$ cat src/rtl/capture_pkg.sv
// Shared definitions for the capture path: state encoding and default bus widths
// used by capture_sequencer, pattern_comparator and the capture RAM wrapper.
package capture_pkg;

   localparam int DATA_W_DEF = 16;
   localparam int ADDR_W_DEF = 4;

   // ST_ prefix keeps the literals from colliding with the DONE output port.
   typedef enum logic [1:0] {
      ST_IDLE    = 2'd0,
      ST_ARMED   = 2'd1,
      ST_CAPTURE = 2'd2,
      ST_DONE    = 2'd3
   } state_t;

   function automatic logic state_busy(input state_t s);
      return (s == ST_ARMED) || (s == ST_CAPTURE);
   endfunction

endpackage

$ cat src/rtl/capture_addr_counter.sv
// Loadable up-counter for the capture window: drives the RAM write address and the
// words-written count, and flags terminal count when DEPTH words have been written.
module capture_addr_counter
   import capture_pkg::*;
#(
   parameter int ADDR_W = ADDR_W_DEF,
   parameter int DEPTH  = 16
) (
   input  logic              clk,
   input  logic              rst_n,
   input  logic              clr,
   input  logic              start,
   input  logic              step,
   output logic [ADDR_W-1:0] addr,
   output logic [ADDR_W:0]   cnt,
   output logic              tc
);

   localparam logic [ADDR_W:0] LAST = (ADDR_W+1)'(DEPTH);

   // The count always runs one ahead of the address, so the next address is the count itself.
   always_ff @(posedge clk) begin
      if (!rst_n) begin
         addr <= '0;
         cnt  <= '0;
      end else if (start) begin
         addr <= '0;
         cnt  <= (ADDR_W+1)'(1);
      end else if (step) begin
         addr <= cnt[ADDR_W-1:0];
         cnt  <= cnt + 1'b1;
      end else if (clr) begin
         cnt  <= '0;
      end
   end

   assign tc = (cnt == LAST);

endmodule

$ cat src/rtl/capture_sequencer.sv
// Capture window controller: once armed, writes DEPTH bus words to the capture RAM on TRIG.
// Optional armed-wait timeout is built when CAPTURE_TIMEOUT_EN is defined.
module capture_sequencer
   import capture_pkg::*;
#(
   parameter int DATA_W         = DATA_W_DEF,
   parameter int ADDR_W         = ADDR_W_DEF,
   parameter int DEPTH          = 16,
   parameter int TIMEOUT_CYCLES = 1000
) (
   input  logic              CLK,
   input  logic              RST,
   input  logic              ARM,
   input  logic              ABORT,
   input  logic              ACK,
   input  logic              TRIG,
   input  logic [DATA_W-1:0] DBUS,
   output logic              MEM_WE,
   output logic [ADDR_W-1:0] MEM_ADDR,
   output logic [DATA_W-1:0] MEM_WDATA,
   output logic              BUSY,
   output logic              DONE,
   output logic              TIMEOUT,
   output logic [ADDR_W:0]   WORD_CNT
);

   if (DEPTH < 1 || DEPTH > (1 << ADDR_W)) begin : g_bad_depth
      $error("capture_sequencer: DEPTH out of range");
   end
   if (TIMEOUT_CYCLES < 1 || TIMEOUT_CYCLES > 65535) begin : g_bad_timeout
      $error("capture_sequencer: TIMEOUT_CYCLES out of range");
   end

   state_t state;
   logic   tc;
   logic   live;
   logic   cnt_clr;
   logic   cnt_start;
   logic   cnt_step;

   assign live      = RST && !ABORT;
   assign cnt_clr   = live && (state == ST_IDLE) && ARM;
   assign cnt_start = live && (state == ST_ARMED) && TRIG;
   assign cnt_step  = live && (state == ST_CAPTURE) && !tc;

   capture_addr_counter #(
      .ADDR_W (ADDR_W),
      .DEPTH  (DEPTH)
   ) u_addr_counter (
      .clk   (CLK),
      .rst_n (RST),
      .clr   (cnt_clr),
      .start (cnt_start),
      .step  (cnt_step),
      .addr  (MEM_ADDR),
      .cnt   (WORD_CNT),
      .tc    (tc)
   );

`ifdef CAPTURE_TIMEOUT_EN
   localparam logic [15:0] TMO_LAST = 16'(TIMEOUT_CYCLES - 1);
   logic [15:0] tmo_cnt;
   logic        timeout_q;
   assign TIMEOUT = timeout_q;
`else
   assign TIMEOUT = 1'b0;
`endif

   always_ff @(posedge CLK) begin
      if (!RST) begin
         state     <= ST_IDLE;
         MEM_WE    <= 1'b0;
         MEM_WDATA <= '0;
`ifdef CAPTURE_TIMEOUT_EN
         tmo_cnt   <= '0;
         timeout_q <= 1'b0;
`endif
      end else if (ABORT) begin
         state  <= ST_IDLE;
         MEM_WE <= 1'b0;
      end else begin
         case (state)
            ST_IDLE: begin
               MEM_WE <= 1'b0;
               if (ARM) begin
                  state <= ST_ARMED;
`ifdef CAPTURE_TIMEOUT_EN
                  tmo_cnt   <= '0;
                  timeout_q <= 1'b0;
`endif
               end
            end
            ST_ARMED: begin
               // A trigger on the expiry edge still wins and starts the capture.
               if (TRIG) begin
                  state     <= ST_CAPTURE;
                  MEM_WE    <= 1'b1;
                  MEM_WDATA <= DBUS;
               end
`ifdef CAPTURE_TIMEOUT_EN
               else if (tmo_cnt == TMO_LAST) begin
                  state     <= ST_IDLE;
                  timeout_q <= 1'b1;
               end else begin
                  tmo_cnt <= tmo_cnt + 16'd1;
               end
`endif
            end
            ST_CAPTURE: begin
               if (tc) begin
                  state  <= ST_DONE;
                  MEM_WE <= 1'b0;
               end else begin
                  MEM_WE    <= 1'b1;
                  MEM_WDATA <= DBUS;
               end
            end
            ST_DONE: begin
               MEM_WE <= 1'b0;
               if (ACK) begin
                  state <= ST_IDLE;
               end
            end
            default: begin
               state  <= ST_IDLE;
               MEM_WE <= 1'b0;
            end
         endcase
      end
   end

   assign BUSY = state_busy(state);
   assign DONE = (state == ST_DONE);

endmodule
$ cat config.mk
export PLATFORM = sky130hd
export DESIGN_NAME = capture_sequencer
export DESIGN_NICKNAME = d
export VERILOG_FILES = /design/src/rtl/capture_pkg.sv /design/src/rtl/capture_addr_counter.sv /design/src/rtl/capture_sequencer.sv
export SDC_FILE = /design/constraint.sdc
export NUM_CORES = 1
export LEC_CHECK = 0
export CORE_ASPECT_RATIO = 0.8
export CORE_MARGIN = 2
export CORE_UTILIZATION = 50
export CTS_BUF_LIST = sky130_fd_sc_hd__clkbuf_4 sky130_fd_sc_hd__clkbuf_8 sky130_fd_sc_hd__clkbuf_16
export DETAILED_ROUTE_END_ITERATION = 7
export DONT_BUFFER_PORTS = 1
export GPL_ROUTABILITY_DRIVEN = 1
export MAX_ROUTING_LAYER = met4
export SLEW_MARGIN = 10
export SYNTH_ARGS = -nofsm -noshare
export SYNTH_HDL_FRONTEND = slang
export SYNTH_SLANG_ARGS = --single-unit
$ cat constraint.sdc
create_clock -name CLK -period 5 [get_ports CLK]
set_clock_uncertainty 0.05 [all_clocks]
set_input_delay 1 -clock CLK [delete_from_list [all_inputs] [get_ports CLK]]
set_output_delay 1 -clock CLK [all_outputs]
set_load 0.005 [all_outputs]
==> out/metrics.cfg <==
[power_and_ir_drop]
finalPower_w=0.000355
peakVddDrop_uv=189
leakagePower_nw=0.513
p_per_area_nw_per_um2=247

[drt]
drtPass1Iterations=4
routedWlPerCell_um=14.3
drc_errors=0
drt_iter0_drc=41
drt-total-wl_mm=2.73
route.vias.total=1083
vias_per_cell=5.70
postRouteAntennaNets=0

[clock_network]
path_clk_slew_ps=140
htreeDepth=1
cts-buffers-inserted=3
hold_buffers=0
cts_buffer_depth=2
ctsResizeCount=0
root_buffer=clkbuf_4
clock-sinks=28
post_cts_buffers=0
clkLatencyLatePin_ps=310
cts_tree=built

[global_routing]
grt_start_max_net_pins=44
grt_pass1_wl_mm=4.26
grt_usage_pct=17.1
antenna_found_initial=0
first_global_vias=952
grt.overflow.total=0

[yosys]
yosysMostFrequentCell=nand2_1
synth_nets=186
synth.distinct_cells=31
synth_seq_cells=28
synth_compound_area_share_pct=11.7
ys_seq_area_share_pct=39.9
muxShareOfSynthArea_pct=13.5
synth-async-reset-ratio_pct=0
syn-instance-count=157
synth_fa_ha_area_share_pct=6.23
ys_top_cells_by_count=35 x nand2_1, 28 x dfxtp_1, 19 x mux2i_1, 8 x a21oi_1
synth_top_family_by_area=simple AND/OR/NAND/NOR gates
synth_ff_type=dfxtp_1
synth.top_cells.by_area=dfxtp_1 40%, mux2i_1 14%, nand2_1 9.3%, ha_1 6.2%, a21oi_1 2.8%
yosys_warnings=0
synth_xor_area_share_pct=0
syn_area_um2=1410
synth-simple-area-share_pct=23.1
synth_edf_count=0
yosysTopAreaCell=dfxtp_1
synth_top_area_share_pct=39.9
avgSynthCellArea_um2=8.96

[critical_path]
crit_fanout=4
slowest_delay_ps=400
worstSetupPathType=reg2out
cp_top_family=flip-flops
endpoint_kind=primary output
path_cells=inv_1 > ha_1
crit_required_ps=3950
worstSetupStartpointType=flip-flop
cpMaxStageDelayCell=dfxtp_1
path_buf_inv=1
worstPathArrival_ps=1140

[place]
port_buffers=0
place_congestion=0.752
post-dp-hpwl_mm=2.03

[timing]
period_minus_slack_ps=2190
hold_viol_final=0
rsz0062_at_grt=false
min_period_over_period_pct=43.9
setup_viol=0
relSlewSlack_pct=61.6
maxSlewViolCount=0
fmax_mhz=456
worstMarginPinSlew_ps=575
tns_ps=0

[floorplanning]
ios=51
start_util_pct=51.7
fp.dieW_um=63.3
placementRows=17
die_y_um=51.4
core_um2=2720
dieArea_um2=3260

[final_layout]
area_growth_pct=2.05
diodes=0
nets=183
drive_above_1_share_pct=3.95

[run]
maxCapViolCount=0

[min_path]
hold_class=reg2reg

[outcome]
run_status=finished, final reports clean

==> kinds of logic (layout without fill, tap and decap cells) <==
family / count (synthesis) / after routing
compound gates: 23 / 23
mux: 19 / 19
fa+ha+maj: 7 / 7
flops: 28 / 28
buf+inv: 15 / 10
other cells: 1 / 1
simple gates: 64 / 64
==> layout by cell type (no fill, tap or decap), types with 2 or more instances in the layout <==
master	synthesis	layout
o22ai_1	3	3
nand4_1	2	2
nand2_1	35	35
nor2b_1	5	5
a21oi_1	8	8
mux2i_1	19	19
ha_1	7	7
nand3_1	7	7
nor3b_1	4	4
nand3b_1	3	3
dfxtp_1	28	28
o211ai_1	2	2
clkbuf_4	0	3
o21ai_1	3	3
buf_4	1	2
o21ai_0	2	2
inv_1	5	5
or3_1	2	2
==> per-layer routing <==
| metal | routed length (µm) | global-route usage [%] | vias up |
|---|---|---|---|
| met3 | 223 | 6.39 | 0 |
| met4 | 0 | 2.17 | 0 |
| met2 | 1260 | 27.0 | 34 |
| met1 | 1240 | 21.6 | 513 |
| li1 | - | - | 536 |
| met5 | 0 | - | - |
==> power breakdown <==
part           switching, W  internal, W   total, W  leakage [nW]
sequential       0.00000480     0.000229   0.000234         0.226
clock             0.0000608    0.0000282  0.0000889        0.0138
combinational     0.0000168    0.0000151  0.0000319         0.273
total             0.0000824     0.000273   0.000355         0.513
==> layout make-up <==
type,instances,area [µm²]
Clock buffer,3,22.5
Fill cell,294,1290
Inverter,5,18.8
Multi-Input combinational cell,114,771
Sequential cell,28,561
Tap cell,38,47.5
Timing Repair Buffer,2,15.0
==> state kept, by name, summed over array words and instances, names as in the netlist <==
name and flops:
MEM_WE 1, u_addr_counter.cnt 5, u_addr_counter.addr 4, MEM_WDATA 16, state 2
==> tightest hold or removal path, cell delays in order, from the launching register on <==
cell,delay [ps]
dfxtp_1,350
nand2_1,60
mux2i_1,50
==> through the flow <==
stage / setup slack, ps / area (µm²) / hold slack [ps] / util [%] / instances
6_report: 2810 / 1440 / 440 / 52.7 / 190
5_1_grt: 2710 / 1440 / 465 / 52.7 / 190
4_1_cts: 2770 / 1440 / 445 / 52.7 / 190
3_5_place_dp: 2930 / 1410 / 418 / 51.9 / 187
3_3_place_gp: 2960 / 1410 / 415 / 51.9 / 187
2_1_floorplan: 2820 / 1410 / 401 / - / 157
==> worst paths after layout <==
check / from / endpoint / slack, ps / cells past startpoint
worst max-delay path: state[1] / BUSY / 2810 / 2
worst max register to register: u_addr_counter.cnt[0] / MEM_WDATA[5] / 2900 / 7
worst min-delay path: MEM_WDATA[14] / MEM_WDATA[14] / 440 / 2
worst min register to register: MEM_WDATA[14] / MEM_WDATA[14] / 440 / 2
Note: power is estimated with default switching activity, not from simulation.
